==> config.mk <==
export PLATFORM = sky130hd
export DESIGN_NAME = lfsr_prng
export DESIGN_NICKNAME = d
export VERILOG_FILES = /design/src/rtl/lfsr_pkg.sv /design/src/rtl/lfsr_step.sv /design/src/rtl/lfsr_prng.sv
export SDC_FILE = /design/constraint.sdc
export NUM_CORES = 1
export LEC_CHECK = 0
export ABC_AREA = 1
export ABC_CLOCK_PERIOD_IN_PS = 3100
export BUFFER_PORTS_ARGS = -buffer_cell sky130_fd_sc_hd__buf_4
export CORE_MARGIN = 5
export CORE_UTILIZATION = 40
export CTS_BUF_LIST = sky130_fd_sc_hd__clkbuf_4 sky130_fd_sc_hd__clkbuf_8 sky130_fd_sc_hd__clkbuf_16
export CTS_CLUSTER_SIZE = 40
export DETAILED_ROUTE_END_ITERATION = 16
export GPL_TIMING_DRIVEN = 0
export PLACE_DENSITY_LB_ADDON = 0.25
export SYNTH_ARGS = -nofsm -noshare
export SYNTH_HDL_FRONTEND = slang
export SYNTH_SLANG_ARGS = --single-unit
==> constraint.sdc <==
create_clock -name clk -period 3.1 [get_ports clk]
set_input_delay 0.155 -clock clk [delete_from_list [all_inputs] [get_ports clk]]
set_output_delay 0.155 -clock clk [all_outputs]
set_load 0.03 [all_outputs]
==> src/rtl/lfsr_pkg.sv <==
// rtl/lfsr_pkg.sv - shared types and helpers for the LFSR word generator
package lfsr_pkg;

  typedef enum logic [1:0] {
    ST_IDLE = 2'd0,
    ST_FILL = 2'd1,
    ST_HOLD = 2'd2
  } fsm_e;

  localparam int MIN_WIDTH = 4;

  function automatic int clamp_width(input int w);
    return (w < MIN_WIDTH) ? MIN_WIDTH : w;
  endfunction

endpackage

==> src/rtl/lfsr_step.sv <==
// rtl/lfsr_step.sv - one combinational Fibonacci/Galois LFSR step
module lfsr_step
  import lfsr_pkg::*;
#(
  parameter int W = 16
) (
  input  logic [W-1:0] state,
  input  logic [W-1:0] taps,
  input  logic         galois,
  output logic [W-1:0] next_state,
  output logic         out_bit,
  output logic         zero_detect
);

  logic fb;

  always_comb begin
    fb          = ^(state & taps);
    zero_detect = (state == '0);
    out_bit     = state[0];
    if (galois) begin
      next_state = (state >> 1) ^ (state[0] ? taps : '0);
    end else begin
      next_state = {fb, state[W-1:1]};
    end
  end

endmodule

==> src/rtl/lfsr_prng.sv <==
// rtl/lfsr_prng.sv - LFSR word generator: FSM, bit packing, stream handshake, counters
module lfsr_prng
  import lfsr_pkg::*;
#(
  parameter int               WIDTH        = 16,
  parameter int               OUT_W        = 8,
  parameter logic [WIDTH-1:0] DEFAULT_TAPS = 16'hB400,
  parameter logic [WIDTH-1:0] DEFAULT_SEED = '1
) (
  input  logic             clk,
  input  logic             reset,
  input  logic             cfg_we,
  input  logic [WIDTH-1:0] cfg_taps,
  input  logic [WIDTH-1:0] cfg_seed,
  input  logic             cfg_galois,
  input  logic             start,
  input  logic             stop,
  output logic [OUT_W-1:0] out_data,
  output logic             out_valid,
  input  logic             out_ready,
  output logic             busy,
  output logic [WIDTH-1:0] state_out,
  output logic             lockup,
  output logic [31:0]      word_count
);

  localparam int W  = clamp_width(WIDTH);
  localparam int CW = (OUT_W > 1) ? $clog2(OUT_W) : 1;

  localparam logic [W-1:0]  SEED_W   = W'(DEFAULT_SEED);
  localparam logic [W-1:0]  TAPS_W   = W'(DEFAULT_TAPS);
  localparam logic [CW-1:0] LAST_BIT = CW'(OUT_W - 1);

  fsm_e             fsm_q, fsm_d;
  logic [W-1:0]     state_q, state_d;
  logic [W-1:0]     taps_q, taps_d;
  logic             galois_q, galois_d;
  logic [CW-1:0]    bit_cnt_q, bit_cnt_d;
  logic [OUT_W-1:0] pack_q, pack_d;
  logic [OUT_W-1:0] out_data_q, out_data_d;
  logic             out_valid_q, out_valid_d;
  logic             lockup_q, lockup_d;
  logic [31:0]      word_count_q, word_count_d;

  logic [W-1:0] raw_next;
  logic         raw_bit;
  logic         zero_detect;
  logic [W-1:0] step_next;
  logic         step_bit;
  logic [W-1:0] cfg_seed_w;
  logic [W-1:0] cfg_taps_w;

  lfsr_step #(.W(W)) u_step (
    .state       (state_q),
    .taps        (taps_q),
    .galois      (galois_q),
    .next_state  (raw_next),
    .out_bit     (raw_bit),
    .zero_detect (zero_detect)
  );

  // A zero state can never leave zero, so that step reloads the seed and emits 0.
  always_comb begin
    step_next  = zero_detect ? SEED_W : raw_next;
    step_bit   = zero_detect ? 1'b0 : raw_bit;
    cfg_seed_w = W'(cfg_seed);
    cfg_taps_w = W'(cfg_taps);
  end

  always_comb begin
    fsm_d        = fsm_q;
    state_d      = state_q;
    taps_d       = taps_q;
    galois_d     = galois_q;
    bit_cnt_d    = bit_cnt_q;
    pack_d       = pack_q;
    out_data_d   = out_data_q;
    out_valid_d  = out_valid_q;
    lockup_d     = lockup_q;
    word_count_d = word_count_q;

    case (fsm_q)
      ST_IDLE: begin
        if (cfg_we) begin
          taps_d   = cfg_taps_w;
          galois_d = cfg_galois;
          if (cfg_seed_w == '0) begin
            state_d  = SEED_W;
            lockup_d = 1'b1;
          end else begin
            state_d = cfg_seed_w;
          end
        end else if (start) begin
          fsm_d     = ST_FILL;
          bit_cnt_d = '0;
        end
      end

      ST_FILL: begin
        if (stop) begin
          fsm_d     = ST_IDLE;
          bit_cnt_d = '0;
        end else begin
          state_d = step_next;
          if (zero_detect) begin
            lockup_d = 1'b1;
          end
          // First generated bit ends up in the MSB of the word.
          pack_d = OUT_W'({pack_q, step_bit});
          if (bit_cnt_q == LAST_BIT) begin
            out_data_d  = pack_d;
            out_valid_d = 1'b1;
            bit_cnt_d   = '0;
            fsm_d       = ST_HOLD;
          end else begin
            bit_cnt_d = bit_cnt_q + 1'b1;
          end
        end
      end

      ST_HOLD: begin
        if (out_valid_q && out_ready) begin
          word_count_d = word_count_q + 32'd1;
          out_valid_d  = 1'b0;
          bit_cnt_d    = '0;
          fsm_d        = ST_FILL;
        end
        if (stop) begin
          out_valid_d = 1'b0;
          bit_cnt_d   = '0;
          fsm_d       = ST_IDLE;
        end
      end

      default: begin
        fsm_d       = ST_IDLE;
        out_valid_d = 1'b0;
      end
    endcase
  end

  always_ff @(posedge clk) begin
    if (reset) begin
      fsm_q        <= ST_IDLE;
      state_q      <= SEED_W;
      taps_q       <= TAPS_W;
      galois_q     <= 1'b0;
      bit_cnt_q    <= '0;
      pack_q       <= '0;
      out_data_q   <= '0;
      out_valid_q  <= 1'b0;
      lockup_q     <= 1'b0;
      word_count_q <= '0;
    end else begin
      fsm_q        <= fsm_d;
      state_q      <= state_d;
      taps_q       <= taps_d;
      galois_q     <= galois_d;
      bit_cnt_q    <= bit_cnt_d;
      pack_q       <= pack_d;
      out_data_q   <= out_data_d;
      out_valid_q  <= out_valid_d;
      lockup_q     <= lockup_d;
      word_count_q <= word_count_d;
    end
  end

  assign out_data   = out_data_q;
  assign out_valid  = out_valid_q;
  assign busy       = (fsm_q != ST_IDLE);
  assign state_out  = state_q[WIDTH-1:0];
  assign lockup     = lockup_q;
  assign word_count = word_count_q;

endmodule

==> results.ini, run 1 <==
[timing]
timing.fmax_mhz = 515
finClkSkew_ns = 0.00498
rsz0062_at_grt = no
finalSetupTns_ns = 0
min_period_ns = 1.94
tightestPinTransition_ns = 0.615
finalHoldViolCount = 0
timing.final.crit_share_pct = 62.6
setup_viol_count_final = 0
slew_headroom_pct = 59.0
count_of_pins_over_their_slew_limit = 0

[clocking]
ctsHoldBuffers = 0
clockRootBuffer = sky130_fd_sc_hd__clkbuf_16
cts.reportedPaths.clkPinSlew_ns = 0.06
cts_htree_levels = 3
cts_tree = built
post_cts_resized = 0
cts_buffer_depth = 2
cts_inserted_buffers = 9
post-cts-setup-buffers = 0
insertion_delay_ns = 0.34
clock-sinks = 87

[global_route]
overflow = 0
via_count_of_the_first_global_routing_pass = 4540
globalRouteTotalUtil_pct = 18.7
number_of_antenna_violations_at_the_first_check_in_global_routing = 0
grt_first_pass_wirelength_mm = 21.7
grt_max_degree = 15

[pwr]
cellLeakagePower_nw = 2.79
power_per_cell_area_nw_per_um2 = 504
power.ir.vdd_worst_mv = 0.262
power.total_mw = 3.01

[min_path]
hp-class = in -> reg
hold_depth = 2

[finish]
antenna-diode-count = 0
finalNetCount = 878
utilization_pct = 51.9
layout-drive-gt1-share_pct = 17.2
synthToLayoutAreaGrowth_pct = 26.4
num-fill-cells = 1158
cell_area_after_layout_sq_um = 5970
seq_area_sq_um = 1740
multi_input_area_sq_um = 2560

[worst_setup_path]
crit_path_max_fanout = 10
critPathArrivalTime_ns = 2.14
critical_path_class = reg -> reg
r2r.worst_path.cells = 7
crit_path_end_kind = register
worstSetupStartpointType = register
critical_path_required_ns = 3.29

[place]
place_area_sq_um = 5630
gp_routability_congestion = 0.838
detailedPlacementHpwl_mm = 10.0
port-buffer-count = 97

[yosys]
synth_seq_cells = 87
postSynthAreaPerCell_sq_um = 6.49
syn_area_sq_um = 4720
yosysWarningCount = 0
syn_nets = 770
ys_seq_area_share_pct = 36.9
number_of_different_library_cells_in_the_post_synthesis_netlist = 35
synth_cells = 728

[floorplanning]
fp-row-count = 39
initial_core_util_pct = 41.0
die_w_microns = 119
die_area_sq_um = 14100
floorplan.die.height_microns = 119
num_io_pins = 98
placeable_core_region_sq_um = 11500

[status]
run_status = finished, final reports clean

[routing]
post_drt_wl_per_cell_microns = 13.5
detail_route.first_pass.iterations = 5
drc = 0
final_antenna_net_count = 0
vias_per_cell = 5.00
via_count = 4916
wl_mm = 13.3
drtIter0Drc = 336

[run]
cap_violations = 0

-- cells by family (layout without fill, tap and decap cells) --
kind of cell,after synthesis,count (layout),share of synthesized area [%]
buf+inv,109,222,8.85
xor+xnor,21,21,3.89
simple gates,394,394,36.8
compound gates,114,114,12.8
fa+ha+maj,3,3,0.795
flops,87,87,36.9
-- stage by stage --
stage                     instances  worst slack (ns)  hold slack (ns)
after floorplan                 728              1.39            0.251
after global placement          968              1.14            0.364
after detailed placement        968              1.12            0.368
after CTS                       984              1.11          0.00744
after global routing            984             0.963           0.0173
final                           984              1.16           0.0206
-- power breakdown --
group          switching, mW  internal (mW)  leakage [nW]
registers             0.0511           1.17         0.710
clock network          0.462          0.796         0.170
logic                  0.340          0.191          1.90
total                  0.853           2.16          2.79
-- cell usage after synthesis, drive strengths merged --
master / count / area (sq um)
inv: 87 / 327
nand2: 211 / 812
nand3b: 2 / 15.0
clkbuf: 13 / 48.8
nor3: 18 / 100
a21oi: 43 / 219
and2: 1 / 6.26
nand4: 12 / 81.3
o21ai: 58 / 290
ha: 3 / 37.5
nand3: 35 / 198
a211oi: 1 / 7.51
nor3b: 2 / 15.0
a31oi: 1 / 6.26
buf: 5 / 27.5
clkinv: 4 / 15.0
o211ai: 11 / 82.6
xnor2: 2 / 17.5
dfxtp: 87 / 1740
xor2: 19 / 166
nor2: 110 / 492
nor4: 3 / 18.8
-- flip-flops by register name, summed over array words and instances, names as in the netlist --
signal      count
word_count     32
galois_q        1
state_out      16
lockup          1
bit_cnt_q       3
fsm_q           2
out_valid       1
pack_q          7
taps_q         16
out_data        8
-- per-layer routing --
layer / GRT usage (%) / share of wire [%]
met2: 30.0 / 45
met3: 3.87 / 5.8
met4: 6.73 / 1.6
met1: 24.9 / 47
met5: 0 / 0
-- worst paths after layout --
check / from / endpoint / slack [ns]
max: fsm_q[1]$_SDFFE_PP0P_ / state_out[2]$_SDFFE_PP1P_ / 1.16
min: stop / fsm_q[0]$_SDFFE_PP0P_ / 0.02
max reg2reg: fsm_q[1]$_SDFFE_PP0P_ / state_out[2]$_SDFFE_PP1P_ / 1.16
min reg2reg: lockup$_SDFFE_PP0P_ / lockup$_SDFFE_PP0P_ / 0.46
-- final cells by class --
class,count,area share (%)
Tap cell,143,3.00
Buffer,18,1.28
Timing Repair Buffer,97,12.2
Clock inverter,6,1.82
Sequential cell,87,29.2
Multi-Input combinational cell,532,42.9
Inverter,91,5.72
Clock buffer,10,3.90
-- critical path, stage by stage, from the launching register on --
cell and delay (ns):
sky130_fd_sc_hd__dfxtp_1 0.36, sky130_fd_sc_hd__nor2_1 0.21, sky130_fd_sc_hd__inv_1 0.13, sky130_fd_sc_hd__nor2_4 0.22, sky130_fd_sc_hd__nor2_1 0.09, sky130_fd_sc_hd__inv_1 0.16, sky130_fd_sc_hd__clkbuf_1 0.47, sky130_fd_sc_hd__o211ai_1 0.16
-- cells in the final DEF (no fill, tap or decap), drive strengths merged --
cell and count:
ha 3, o211ai 11, a31oi 1, nor2 110, and2 1, nor3 18
o21ai 58, a21oi 43, clkbuf 23, nor3b 2, nand3b 2, inv 87
nand4 12, a211oi 1, nand2 211, nor4 3, clkinv 7, xor2 19
buf 102, dfxtp 87, xnor2 2, nand3 35, bufinv 3
Note: power is estimated with default switching activity, not from simulation.
==> inputs of run 2 (changes only) <==
--- a/config.mk
+++ b/config.mk
@@ -6,7 +6,7 @@
 export NUM_CORES = 1
 export LEC_CHECK = 0
 export ABC_AREA = 1
-export ABC_CLOCK_PERIOD_IN_PS = 3100
+export ABC_CLOCK_PERIOD_IN_PS = 1800
 export BUFFER_PORTS_ARGS = -buffer_cell sky130_fd_sc_hd__buf_4
 export CORE_MARGIN = 5
 export CORE_UTILIZATION = 40
==> constraint.sdc (replaced) <==
create_clock -name clk -period 1.8 [get_ports clk]
set_input_delay 0.09 -clock clk [delete_from_list [all_inputs] [get_ports clk]]
set_output_delay 0.09 -clock clk [all_outputs]
set_load 0.03 [all_outputs]
==> run 2 against run 1 <==
Against the previous run:
- die area stayed put
- via count up 2.7%
- global-route usage increased by 0.30 points
- non-clock buffer count up 27
- design area grew 5.3%
- largest power group unchanged
- clock power grew 71%
- first-iteration DRC count rose by 17%
- fmax up 13%
- critical path depth grew 3
- cell count up 2.7%
==> results.ini, run 2 (synthesized netlist as in run 1, its figures left out) <==
[status]
run_status = finished, final reports clean

[finish]
antenna-diode-count = 0
utilization_pct = 54.6
finish.cell_count_without_fillers = 1011
cell_area_after_layout_sq_um = 6290
layout-drive-gt1-share_pct = 20.0
num-fill-cells = 1134
final_cell_mix = 204 x sky130_fd_sc_hd__nand2_1, 107 x sky130_fd_sc_hd__buf_4, 97 x sky130_fd_sc_hd__nor2_1
seq_area_sq_um = 1750
synthToLayoutAreaGrowth_pct = 33.1
layout.cells.most_common = sky130_fd_sc_hd__nand2_1
largest_reg_flops = 32
finalNetCount = 905
multi_input_area_sq_um = 2600

[place]
worst_slack_placed_ns = -0.182
detailedPlacementHpwl_mm = 10.0
place_area_sq_um = 5630
gp_routability_congestion = 0.838
numPlacedInstances = 968
port-buffer-count = 97

[floorplanning]
fp-row-count = 39
floorplan.die.height_microns = 119
die_w_microns = 119
die_area_sq_um = 14100
initial_core_util_pct = 41.0
placeable_core_region_sq_um = 11500
num_io_pins = 98

[global_route]
via_count_of_the_first_global_routing_pass = 4606
globalRouteTotalUtil_pct = 19.0
overflow = 0
grt_max_degree = 15
number_of_antenna_violations_at_the_first_check_in_global_routing = 0
grt_first_pass_wirelength_mm = 22.0

[worst_setup_path]
critPathArrivalTime_ns = 1.95
worstSetupStartpointType = register
crit_path_max_fanout = 4
critical_path_class = reg -> reg
crit_path_end_kind = register
critical_path_required_ns = 2.04

[routing]
post_drt_wl_per_cell_microns = 13.5
final_antenna_net_count = 0
wl_mm = 13.7
via_count = 5048
drtIter0Drc = 393
detail_route.first_pass.iterations = 5
drc = 0
vias_per_cell = 4.99

[clocking]
insertion_delay_ns = 0.34
clockRootBuffer = sky130_fd_sc_hd__clkbuf_16
cts.reportedPaths.clkPinSlew_ns = 0.06
cts_tree = built
cts_inserted_buffers = 9
clock-sinks = 87
cts_buffer_depth = 2
cts_htree_levels = 3

[pwr]
power.ir.vdd_worst_mv = 0.441
power.total_mw = 5.23
power_per_cell_area_nw_per_um2 = 832
cellLeakagePower_nw = 2.96

[timing]
timing.final.crit_share_pct = 95.4
setup_viol_count_final = 0
finClkSkew_ns = 0.00474
finalWorstSetupSlack_ns = 0.0824
hold_ws_ns = 0.0809
finalSetupTns_ns = 0
finalHoldViolCount = 0
count_of_pins_over_their_slew_limit = 0
timing.fmax_mhz = 582
min_period_ns = 1.72
tightestPinTransition_ns = 0.627
slew_headroom_pct = 58.2

[min_path]
hp-class = in -> reg

[run]
cap_violations = 0

-- run 2: cell types whose count changed in the layout (fill, tap and decap cells not counted), sizes merged --
cell         change
clkbuf           +1
dlygate4sd3     +18
clkinv           -1
clkinvlp         +1
buf              +8
-- run 2: what timing repair did --
item	CTS	global route
endpoints found under the hold margin	19	0
hold buffers	18	0
gates resized for setup	6	25
pin swaps	0	4
buffers inserted	0	9
endpoints found under the setup margin	23	57
-- run 2: final timing paths --
kind,start,endpoint,slack (ns),cells after the start
setup / recovery,word_count[0]$_SDFFE_PP0P_,word_count[26]$_SDFFE_PP0P_,0.08,10
setup reg to reg,word_count[0]$_SDFFE_PP0P_,word_count[26]$_SDFFE_PP0P_,0.08,10
hold reg to reg,lockup$_SDFFE_PP0P_,lockup$_SDFFE_PP0P_,0.46,2
hold / removal,cfg_galois,galois_q$_SDFFE_PP0P_,0.08,3
-- run 2: area by class of cell --
| cell class | count | area share (%) |
|---|---|---|
| Timing Repair Buffer | 124 | 15.5 |
| Buffer | 18 | 1.43 |
| Inverter | 91 | 5.57 |
| Clock buffer | 10 | 3.70 |
| Multi-Input combinational cell | 532 | 41.4 |
| Sequential cell | 87 | 27.8 |
| Tap cell | 143 | 2.85 |
| Clock inverter | 6 | 1.73 |
-- run 2: power by group --
part           switching [mW]  leakage, nW  internal, mW
Clock                   0.785        0.170          1.37
Sequential             0.0902        0.713          2.02
Combinational           0.599         2.07         0.366
Total                    1.47         2.96          3.76
-- run 2: layer usage --
| layer | share of wire, % | up-vias | global-route usage [%] | wire (microns) |
|---|---|---|---|---|
| li1 | - | 2604 | - | - |
| met1 | 47 | 2283 | 25.1 | 6390 |
| met2 | 46 | 144 | 30.8 | 6230 |
| met3 | 6.1 | 17 | 3.96 | 827 |
| met4 | 1.6 | 0 | 6.73 | 214 |
| met5 | 0 | - | 0 | 0 |
-- run 2: critical path, stage by stage, from the launching register on --
cell	delay (ns)
sky130_fd_sc_hd__dfxtp_1	0.45
sky130_fd_sc_hd__ha_2	0.26
sky130_fd_sc_hd__nand2_2	0.07
sky130_fd_sc_hd__nor2_2	0.12
sky130_fd_sc_hd__nand2_2	0.10
sky130_fd_sc_hd__nor2_4	0.18
sky130_fd_sc_hd__nand4_4	0.13
sky130_fd_sc_hd__nor2_2	0.15
sky130_fd_sc_hd__nand2_1	0.05
sky130_fd_sc_hd__nand2_1	0.06
sky130_fd_sc_hd__nor2_1	0.04
==> inputs of run 3 (changes only) <==
--- a/config.mk
+++ b/config.mk
@@ -8,9 +8,12 @@
 export ABC_AREA = 1
 export ABC_CLOCK_PERIOD_IN_PS = 1800
 export BUFFER_PORTS_ARGS = -buffer_cell sky130_fd_sc_hd__buf_4
+export CELL_PAD_IN_SITES_DETAIL_PLACEMENT = 1
+export CELL_PAD_IN_SITES_GLOBAL_PLACEMENT = 2
 export CORE_MARGIN = 5
-export CORE_UTILIZATION = 40
+export CORE_UTILIZATION = 29
 export CTS_BUF_LIST = sky130_fd_sc_hd__clkbuf_4 sky130_fd_sc_hd__clkbuf_8 sky130_fd_sc_hd__clkbuf_16
+export CTS_CLUSTER_DIAMETER = 150
 export CTS_CLUSTER_SIZE = 40
 export DETAILED_ROUTE_END_ITERATION = 16
 export GPL_TIMING_DRIVEN = 0
==> run 3 against run 2 <==
Against the previous run:
- cell count up 7.1%
- hold slack lost 0.0056 ns
- sequential cell count unchanged
- fmax down 0.47%
- largest power group unchanged
- core utilization is 14 points lower
- largest cell class unchanged
- critical path type unchanged
- wire length up 21%
- count of clock-buffer cells in the layout is 1 lower
==> results.ini, run 3 (synthesized netlist as in run 1, its figures left out) <==
[clocking]
clock-sinks = 87
insertion_delay_ns = 0.35
cts_inserted_buffers = 9
cts_buffer_depth = 2
cts_tree = built
cts_htree_levels = 3
clockRootBuffer = sky130_fd_sc_hd__clkbuf_16
cts.reportedPaths.clkPinSlew_ns = 0.06

[global_route]
number_of_antenna_violations_at_the_first_check_in_global_routing = 0
grt_max_degree = 15
overflow = 0
globalRouteTotalUtil_pct = 17.8
grt_first_pass_wirelength_mm = 26.5
via_count_of_the_first_global_routing_pass = 5292

[worst_setup_path]
r2r.worst_path.cells = 10
critical_path_required_ns = 2.04
r2r_setup_slack_ns = 0.07
crit_path_end_kind = register
r2r_start = word_count[1]$_SDFFE_PP0P_
critPathMaxStageDelay_ns = 0.43
crit_path_max_fanout = 4
critPathArrivalTime_ns = 1.97
path_delay_family = simple AND/OR/NAND/NOR gates
critical_path_class = reg -> reg
critical_path.reg2reg.endpoint = word_count[26]$_SDFFE_PP0P_
cp.buffers_inverters = 0
crit_slowest_cell = sky130_fd_sc_hd__dfxtp_1
worstSetupStartpointType = register
ordered_list_of_cells_on_the_worst_path = ha_1 -> nand2_2 -> nor2_2 -> nand2_2 -> nor2_4 -> nand4_4 -> nor2_2 -> nand2_1 -> nand2_1 -> nor2_1

[pwr]
power_per_cell_area_nw_per_um2 = 826
power.ir.vdd_worst_mv = 0.513
cellLeakagePower_nw = 2.95
power.total_mw = 5.28

[finish]
seq_area_sq_um = 1750
multi_input_area_sq_um = 2630
largest_reg_flops = 32
finalNetCount = 905
final_cell_mix = 202 x sky130_fd_sc_hd__nand2_1, 108 x sky130_fd_sc_hd__buf_4, 93 x sky130_fd_sc_hd__nor2_1
antenna-diode-count = 0
layout.cells.most_common = sky130_fd_sc_hd__nand2_1
num-fill-cells = 2070
finish.cell_count_without_fillers = 1083
synthToLayoutAreaGrowth_pct = 35.5
layout-drive-gt1-share_pct = 20.5
cell_area_after_layout_sq_um = 6400

[timing]
slew_headroom_pct = 54.9
min_period_ns = 1.73
hold_ws_ns = 0.0753
tightestPinTransition_ns = 0.677
count_of_pins_over_their_slew_limit = 0
finalWorstSetupSlack_ns = 0.0744
timing.fmax_mhz = 579
rsz0062_at_grt = yes
timing.final.crit_share_pct = 95.9
setup_viol_count_final = 0
finClkSkew_ns = 0.00609
finalHoldViolCount = 0

[status]
run_status = finished, final reports clean

[place]
worst_slack_placed_ns = -0.311
port-buffer-count = 97
detailedPlacementHpwl_mm = 12.7
numPlacedInstances = 1041
place_area_sq_um = 5720
gp_routability_congestion = 0.801

[routing]
wl_mm = 16.5
drtIter0Drc = 226
via_count = 5111
final_antenna_net_count = 0
drc = 0
detail_route.first_pass.iterations = 4
post_drt_wl_per_cell_microns = 15.2
vias_per_cell = 4.72

[floorplanning]
floorplan.die.height_microns = 138
num_io_pins = 98
die_area_sq_um = 18900
placeable_core_region_sq_um = 15900
fp-row-count = 46
die_w_microns = 138
initial_core_util_pct = 29.6

[min_path]
worst_case_hold_path_end_point = galois_q$_SDFFE_PP0P_
hold_depth = 3
hp-class = in -> reg
worst_hold_startpoint = cfg_galois

[run]
cap_violations = 0

[run 3: changes by cell type in the layout (fill, tap and decap cells not counted), moves of 3 or more]
| cell | previous run | this run |
|---|---|---|
| sky130_fd_sc_hd__o21ai_1 | 2 | 5 |
| sky130_fd_sc_hd__clkbuf_1 | 6 | 10 |
| sky130_fd_sc_hd__nor2_2 | 4 | 8 |
| sky130_fd_sc_hd__nor2_1 | 97 | 93 |
| sky130_fd_sc_hd__o21ai_0 | 56 | 53 |
| sky130_fd_sc_hd__clkbuf_2 | 6 | 3 |
[run 3: tightest hold or removal path, delay by kind of cell]
kind            cells  cell delay, ns
buf+inv             1            0.09
compound gates      2            0.20
[run 3: layer usage]
layer / track usage, % / wire length (microns)
met5: 0 / 0
met4: 4.16 / 158
met3: 3.36 / 633
met2: 31.5 / 8110
met1: 22.2 / 7570
[run 3: what timing repair did]
item,CTS,global route
hold buffers,18,0
setup buffers,1,8
pin swaps,1,6
setup endpoints to repair,28,49
endpoints found under the hold margin,19,0
resized for setup,7,31
[run 3: how the worst max path moves through the flow]
| stage | start | cells past startpoint | endpoint |
|---|---|---|---|
| 6_report | word_count[1]$_SDFFE_PP0P_ | 10 | word_count[26]$_SDFFE_PP0P_ |
| 5_1_grt | fsm_q[0]$_SDFFE_PP0P_ | 12 | word_count[26]$_SDFFE_PP0P_ |
| 4_1_cts | fsm_q[0]$_SDFFE_PP0P_ | 12 | word_count[26]$_SDFFE_PP0P_ |
| 3_5_place_dp | fsm_q[1]$_SDFFE_PP0P_ | 7 | taps_q[15]$_SDFFE_PP1P_ |
| 3_3_place_gp | fsm_q[1]$_SDFFE_PP0P_ | 7 | taps_q[14]$_SDFFE_PP0P_ |
| 2_1_floorplan | word_count[3]$_SDFFE_PP0P_ | 9 | word_count[27]$_SDFFE_PP0P_ |
[run 3: power breakdown]
group | internal, mW | switching (mW)
combinational | 0.370 | 0.636
sequential | 2.02 | 0.0931
clock | 1.35 | 0.820
total | 3.73 | 1.55
[run 3: per-stage QoR]
| stage | setup TNS [ns] | utilization [%] |
|---|---|---|
| finish | 0 | 40.2 |
| global route | -0.118 | 40.2 |
| CTS | 0 | 39.3 |
| detailed placement | -5.02 | 35.9 |
| global placement | -4.42 | 35.9 |
| floorplan | 0 | - |
[run 3: final cells by class]
class | count | area share, %
Buffer | 18 | 1.33
Clock inverter | 6 | 1.72
Timing Repair Buffer | 124 | 15.2
Sequential cell | 87 | 27.4
Multi-Input combinational cell | 532 | 41.1
Inverter | 91 | 5.45
Clock buffer | 9 | 3.52
Tap cell | 216 | 4.22
